==> src/rtl/bank_scheduler.sv <==
// bank_scheduler: single-bank DRAM command sequencer with an open-page policy,
// down-counter timing (tRCD/tRP/tRAS/tRFC/burst) and periodic refresh.
// A state's command is registered on the edge that leaves that state, so
// commands appear one cycle after the state that produces them.
module bank_scheduler #(
   parameter int ROWS  = 131072,
   parameter int COLS  = 1024,
   parameter int BL    = 8,
   parameter int TRCD  = 4,
   parameter int TRP   = 4,
   parameter int TRAS  = 10,
   parameter int TRFC  = 16,
   parameter int TREFI = 1024
) (
   input  logic                     clk,
   input  logic                     reset_n,
   input  logic                     halt,
   input  logic                     req_valid,
   output logic                     req_ready,
   input  logic                     req_write,
   input  logic [$clog2(ROWS)-1:0]  req_row,
   input  logic [$clog2(COLS)-1:0]  req_col,
   output logic [18:0]              commands,
   output logic [$clog2(ROWS)-1:0]  row,
   output logic [$clog2(COLS)-1:0]  column,
   output logic                     rd_window,
   output logic                     wr_window,
   output logic                     row_open
);

   localparam int RW    = $clog2(ROWS);
   localparam int CW    = $clog2(COLS);
   localparam int M1    = (TRAS > TRFC) ? TRAS : TRFC;
   localparam int M2    = (M1 > BL) ? M1 : BL;
   localparam int M3    = (M2 > TREFI) ? M2 : TREFI;
   localparam int CNT_W = $clog2(M3 + 1);

   // Wait-state loads: a wait state loaded with k lasts k+1 cycles, and the
   // following issue state adds one more cycle before its command appears.
   // TRCD and TRP must therefore be at least 2.
   localparam logic [CNT_W-1:0] CNT_ONE  = CNT_W'(1);
   localparam logic [CNT_W-1:0] TRCD_LD  = CNT_W'(TRCD - 2);
   localparam logic [CNT_W-1:0] TRP_LD   = CNT_W'(TRP - 2);
   localparam logic [CNT_W-1:0] TRAS_LD  = CNT_W'(TRAS - 1);
   localparam logic [CNT_W-1:0] TRFC_LD  = CNT_W'(TRFC - 1);
   localparam logic [CNT_W-1:0] BL_LD    = CNT_W'(BL - 1);
   localparam logic [CNT_W-1:0] TREFI_M1 = CNT_W'(TREFI - 1);

   localparam logic [18:0] CMD_ACT = 19'h40000;
   localparam logic [18:0] CMD_PR  = 19'h00080;
   localparam logic [18:0] CMD_RD  = 19'h00020;
   localparam logic [18:0] CMD_REF = 19'h00008;
   localparam logic [18:0] CMD_WR  = 19'h00002;

   typedef enum logic [3:0] {
      S_IDLE, S_PRE, S_WAIT_RP, S_ACT, S_WAIT_RCD, S_CAS, S_BURST, S_REF, S_WAIT_RFC
   } state_t;

   state_t           state_q, state_d;
   logic [CNT_W-1:0] cnt_q, cnt_d;
   logic [CNT_W-1:0] tras_q, tras_d;
   logic [CNT_W-1:0] timer_q, timer_d;
   logic             ref_pend_q, ref_pend_d;
   logic             ref_path_q, ref_path_d;
   logic             lat_write_q, lat_write_d;
   logic [RW-1:0]    lat_row_q, lat_row_d;
   logic [CW-1:0]    lat_col_q, lat_col_d;
   logic [18:0]      cmd_q, cmd_d;
   logic [RW-1:0]    row_q, row_d;
   logic [CW-1:0]    col_q, col_d;
   logic             rdy_q, rdy_d;
   logic             rd_win_q, rd_win_d;
   logic             wr_win_q, wr_win_d;
   logic             open_q, open_d;
   logic             wrap;

   // Next-state, timing counters and registered command outputs.
   always_comb begin
      state_d     = state_q;
      cnt_d       = cnt_q;
      tras_d      = tras_q;
      timer_d     = timer_q;
      ref_pend_d  = ref_pend_q;
      ref_path_d  = ref_path_q;
      lat_write_d = lat_write_q;
      lat_row_d   = lat_row_q;
      lat_col_d   = lat_col_q;
      cmd_d       = '0;
      row_d       = row_q;
      col_d       = col_q;
      rdy_d       = rdy_q;
      rd_win_d    = rd_win_q;
      wr_win_d    = wr_win_q;
      open_d      = open_q;
      wrap        = (timer_q == TREFI_M1);
      if (!halt) begin
         timer_d    = wrap ? '0 : timer_q + CNT_ONE;
         ref_pend_d = ref_pend_q | wrap;
         if (tras_q != '0) tras_d = tras_q - CNT_ONE;
         case (state_q)
            S_IDLE: begin
               if (rdy_q && req_valid) begin
                  lat_write_d = req_write;
                  lat_row_d   = req_row;
                  lat_col_d   = req_col;
                  rdy_d       = 1'b0;
                  if (open_q && (row_q == req_row)) state_d = S_CAS;
                  else if (open_q)                  state_d = S_PRE;
                  else                              state_d = S_ACT;
               end else if (ref_pend_q) begin
                  rdy_d      = 1'b0;
                  ref_path_d = 1'b1;
                  state_d    = open_q ? S_PRE : S_REF;
               end else begin
                  // Drop ready on the same edge a refresh becomes pending.
                  rdy_d = ~ref_pend_d;
               end
            end
            S_PRE: begin
               if (tras_q == '0) begin
                  cmd_d   = CMD_PR;
                  open_d  = 1'b0;
                  cnt_d   = TRP_LD;
                  state_d = S_WAIT_RP;
               end
            end
            S_WAIT_RP: begin
               if (cnt_q == '0) state_d = ref_path_q ? S_REF : S_ACT;
               else             cnt_d   = cnt_q - CNT_ONE;
            end
            S_ACT: begin
               cmd_d   = CMD_ACT;
               row_d   = lat_row_q;
               open_d  = 1'b1;
               tras_d  = TRAS_LD;
               cnt_d   = TRCD_LD;
               state_d = S_WAIT_RCD;
            end
            S_WAIT_RCD: begin
               if (cnt_q == '0) state_d = S_CAS;
               else             cnt_d   = cnt_q - CNT_ONE;
            end
            S_CAS: begin
               cmd_d    = lat_write_q ? CMD_WR : CMD_RD;
               col_d    = lat_col_q;
               rd_win_d = ~lat_write_q;
               wr_win_d = lat_write_q;
               cnt_d    = BL_LD;
               state_d  = S_BURST;
            end
            S_BURST: begin
               if (cnt_q == '0) begin
                  rd_win_d = 1'b0;
                  wr_win_d = 1'b0;
                  rdy_d    = ~ref_pend_d;
                  state_d  = S_IDLE;
               end else begin
                  cnt_d = cnt_q - CNT_ONE;
               end
            end
            S_REF: begin
               cmd_d   = CMD_REF;
               cnt_d   = TRFC_LD;
               state_d = S_WAIT_RFC;
            end
            S_WAIT_RFC: begin
               if (cnt_q == '0) begin
                  open_d     = 1'b0;
                  ref_path_d = 1'b0;
                  ref_pend_d = wrap;
                  rdy_d      = ~wrap;
                  state_d    = S_IDLE;
               end else begin
                  cnt_d = cnt_q - CNT_ONE;
               end
            end
            default: state_d = S_IDLE;
         endcase
      end
   end

   // State and output registers with asynchronous clear.
   always_ff @(posedge clk or negedge reset_n) begin
      if (!reset_n) begin
         state_q     <= S_IDLE;
         cnt_q       <= '0;
         tras_q      <= '0;
         timer_q     <= '0;
         ref_pend_q  <= 1'b0;
         ref_path_q  <= 1'b0;
         lat_write_q <= 1'b0;
         lat_row_q   <= '0;
         lat_col_q   <= '0;
         cmd_q       <= '0;
         row_q       <= '0;
         col_q       <= '0;
         rdy_q       <= 1'b0;
         rd_win_q    <= 1'b0;
         wr_win_q    <= 1'b0;
         open_q      <= 1'b0;
      end else begin
         state_q     <= state_d;
         cnt_q       <= cnt_d;
         tras_q      <= tras_d;
         timer_q     <= timer_d;
         ref_pend_q  <= ref_pend_d;
         ref_path_q  <= ref_path_d;
         lat_write_q <= lat_write_d;
         lat_row_q   <= lat_row_d;
         lat_col_q   <= lat_col_d;
         cmd_q       <= cmd_d;
         row_q       <= row_d;
         col_q       <= col_d;
         rdy_q       <= rdy_d;
         rd_win_q    <= rd_win_d;
         wr_win_q    <= wr_win_d;
         open_q      <= open_d;
      end
   end

   // Ready is masked by halt so no handshake can complete on a frozen edge.
   assign req_ready = rdy_q & ~halt;
   assign commands  = cmd_q;
   assign row       = row_q;
   assign column    = col_q;
   assign rd_window = rd_win_q;
   assign wr_window = wr_win_q;
   assign row_open  = open_q;

endmodule

==> config.mk <==
export PLATFORM = sky130hd
export DESIGN_NAME = bank_scheduler
export DESIGN_NICKNAME = d
export VERILOG_FILES = /design/src/rtl/bank_scheduler.sv
export SDC_FILE = /design/constraint.sdc
export NUM_CORES = 1
export LEC_CHECK = 0
export ABC_CLOCK_PERIOD_IN_PS = 7000
export CAP_MARGIN = 15
export CORE_MARGIN = 2
export CORE_UTILIZATION = 44
export DETAILED_ROUTE_END_ITERATION = 10
export PLACE_DENSITY = 0.78
export SYNTH_ARGS = -nofsm -noshare
export SYNTH_HDL_FRONTEND = slang
export SYNTH_SLANG_ARGS = --single-unit
==> constraint.sdc <==
create_clock -name clk -period 7 [get_ports clk]
set_input_delay 1.4 -clock clk [delete_from_list [all_inputs] [get_ports clk]]
set_output_delay 1.4 -clock clk [all_outputs]
set_load 0.005 [all_outputs]
==> results.toml <==
[floorplan]
rows = 38
dieArea_um2 = 11990
die_w_um = 109.5
fp.coreArea_um2 = 10840
num_io_pins = 82
initial_utilization = 0.4518
fp.dieH_um = 109.5

[synthesis]
seq_area_frac_synth = 0.5263
synthCells = 466
avgSynthCellArea_um2 = 10.51
yosys.cell_types.count = 57
synth_seq_cells = 103
async_reset_ff_frac = 1.000
synth_area_um2 = 4897
synth_edf_count = 0
yosys_warnings = 0
synthFlopType = "dfrtp_1"

[timing]
slew_headroom = 0.3910
skew_ns = 0.01366
max_freq_ghz = 0.2308
whs_ns = 0.4617
drv_slew = 0
period_share = 0.6188
setup_viol = 0
hold_violations = 0
min_period_ns = 4.332
rsz0062_at_grt = "false"
tightestPinTransition_ns = 0.9116
worst_slack_ns = 2.668
setup_tns_ns = 0

[global_route]
grt_usage = 0.1772
grt_pass1_vias = 3503
grt_max_degree = 87
grt_pass1_wl_um = 16570
antenna_found_initial = 0
grt_overflow = 0

[placed_design]
placed_area_um2 = 5614
dp_slack_ns = 2.694
gp_congestion = 0.8155
dp_hpwl_um = 6940
portBuffers = 67

[flow_run]
cap_violations = 0

[hold_path]
hold_path_depth = 2
hp-class = "reg -> reg"

[clock_network]
clkTransAtPathRegs_ns = 0.10
post_cts_resized = 0
cts_tree = "yes"
numCtsBuffers = 9
clk_path_buf_depth = 2
cts.sinks = 103
ctsRootBufferMaster = "clkbuf_8"
clk_latency_ns = 0.37
cts_hold_buffers = 0
post_cts_buffers = 0
cts_htree_levels = 3

[routing]
antenna_left = 0
drc = 0
dr.pass1.iters = 4
drt-wirelength-per-cell_um = 15.10
viasPerCell = 5.427
wl_um = 10120
drtIter0Drc = 310
vias = 3636

[critical_path]
cp_cell_sequence = "clkdlybuf4s50_1 > nor2_1 > clkdlybuf4s50_1"
crit_slowest_cell = "clkdlybuf4s50_1"
crit_path_frequent_cell = "clkdlybuf4s50_1"
rr_worst_depth = 5
worstSetupPathType = "in -> out"
crit_buf_inv = 2
endpoint_kind = "output port"
cp_max_fo = 15
crit_path_start_kind = "input port"
cp_data_arrival_time_ns = 2.93
cp_slowest_stage_delay_ns = 0.68
path_depth = 3
cp_data_required_time_ns = 5.60
cpLargestDelayFamily = "buffers and inverters"

[layout]
area_growth_syn_to_layout_pct = 19.11
final_util = 0.5381
diodes = 0
drive_gt1_frac = 0.1302
nets = 562
finish.instance_area_um2 = 5833

[status]
outcome = "finished, final reports clean"

[power_and_ir_drop]
leakagePower_nw = 2.579
peakVddDrop_mv = 0.2136
power_density_nw_per_um2 = 382.7
[registers in the layout (all words and copies together) (netlist names)]
name	flops
cnt_q	11
column	10
commands	5
lat_col_q	10
lat_row_q	17
lat_write_q	1
rd_window	1
rdy_q	1
ref_path_q	1
ref_pend_q	1
row	17
row_open	1
state_q	4
timer_q	11
tras_q	11
wr_window	1
[cell families after synthesis]
kind of cell | Yosys count | share of synthesized area
muxes | 39 | 0.08942
DFF | 103 | 0.5263
buffers and inverters | 44 | 0.04650
AOI/OAI and AO/OA | 65 | 0.09045
and+or+nand+nor | 179 | 0.1809
other | 1 | 0.0007657
xor gates and xnor gates | 31 | 0.05544
adders and majority gates | 4 | 0.01022
[synth_stat cells (all sizes together) (2+ instances only)]
cell type	number	area [um2]
a21o	4	30.03
a21oi	19	98.85
a31oi	2	12.51
and3	4	25.02
buf	18	130.1
clkbuf	16	60.06
clkinv	2	7.510
dfrtp	103	2577
ha	4	50.05
inv	8	30.03
mux2	38	427.9
nand2	71	266.5
nand3	9	45.04
nand4	6	37.54
nor2	32	120.1
nor2b	2	12.51
nor3	13	65.06
nor3b	3	22.52
nor4	7	58.81
nor4b	2	17.52
o21a	2	15.01
o21ai	16	80.08
o221ai	2	23.77
o31a	2	17.52
o31ai	4	30.03
o32a	2	20.02
o41ai	3	33.79
or2	4	25.03
or3	11	68.82
or4	10	78.82
xnor2	22	192.7
xor2	9	78.83
[through the flow]
step | std cells | power, mW
after floorplan | 479 | 1.559
after global placement | 654 | 1.812
after CTS | 669 | 2.236
after global routing | 670 | 2.388
final | 670 | 2.232
after detailed placement | 654 | 1.860
[final timing paths]
path | startpoint | endpoint | slack [ns]
min in group asynchronous | reset_n | commands[3] | 0.87
worst min register to register | lat_row_q[15] | row[15] | 0.46
worst max register to register | state_q[2] | row[10] | 4.22
max in group asynchronous | reset_n | lat_row_q[2] | 5.22
worst min-delay path | lat_row_q[15] | row[15] | 0.46
worst max-delay path | halt | req_ready | 2.67
[power by group]
| group | switching, mW | internal, mW | total [mW] | leakage, nW |
|---|---|---|---|---|
| Combinational | 0.393 | 0.432 | 0.825 | 1.17 |
| Sequential | 0.217 | 0.816 | 1.03 | 1.32 |
| Clock | 0.209 | 0.165 | 0.374 | 0.0921 |
| Total | 0.819 | 1.41 | 2.23 | 2.58 |
[area by class of cell]
cell class                 count  area, um2
fill                         935       5007
sequential                   103       2577
multi-input combinational    332       2141
timing repair buffer          70      710.7
tap                          140      175.2
clock buffer                   9      123.9
clock inverter                 6      67.56
inverter                      10      37.54
[worst min-delay path: cells and delay by family (launching register included)]
family / cells / cell delay (ns)
flip-flops: 1 / 0.35
AND/OR/NAND/NOR: 2 / 0.10
[cells in the final DEF (no fill, tap or decap), drive strengths merged, types with 2 or more instances in the layout]
cell type / count
o31ai: 4
xnor2: 22
dfrtp: 103
nor4: 7
clkbuf: 9
or3: 11
a31oi: 2
clkdlybuf4s50: 66
conb: 14
clkinvlp: 2
o21ai: 16
xor2: 9
o32a: 2
nand4: 6
o41ai: 3
nand2: 71
o21a: 2
nor3: 13
a21oi: 19
ha: 4
o221ai: 2
nor4b: 2
or4: 10
clkinv: 3
inv: 10
nand3: 9
o31a: 2
nor3b: 3
or2: 4
nor2: 32
nor2b: 2
buf: 4
a21o: 4
and3: 4
mux2: 38
[layer usage]
layer  up-vias  share of wire  GRT usage
met2       128           0.48     0.2809
met5         -              0          0
met1      1776           0.43     0.2360
li1       1713              -          -
met3        19          0.071    0.04624
met4         0          0.018    0.06239
Power figures use the tool's default switching activity.
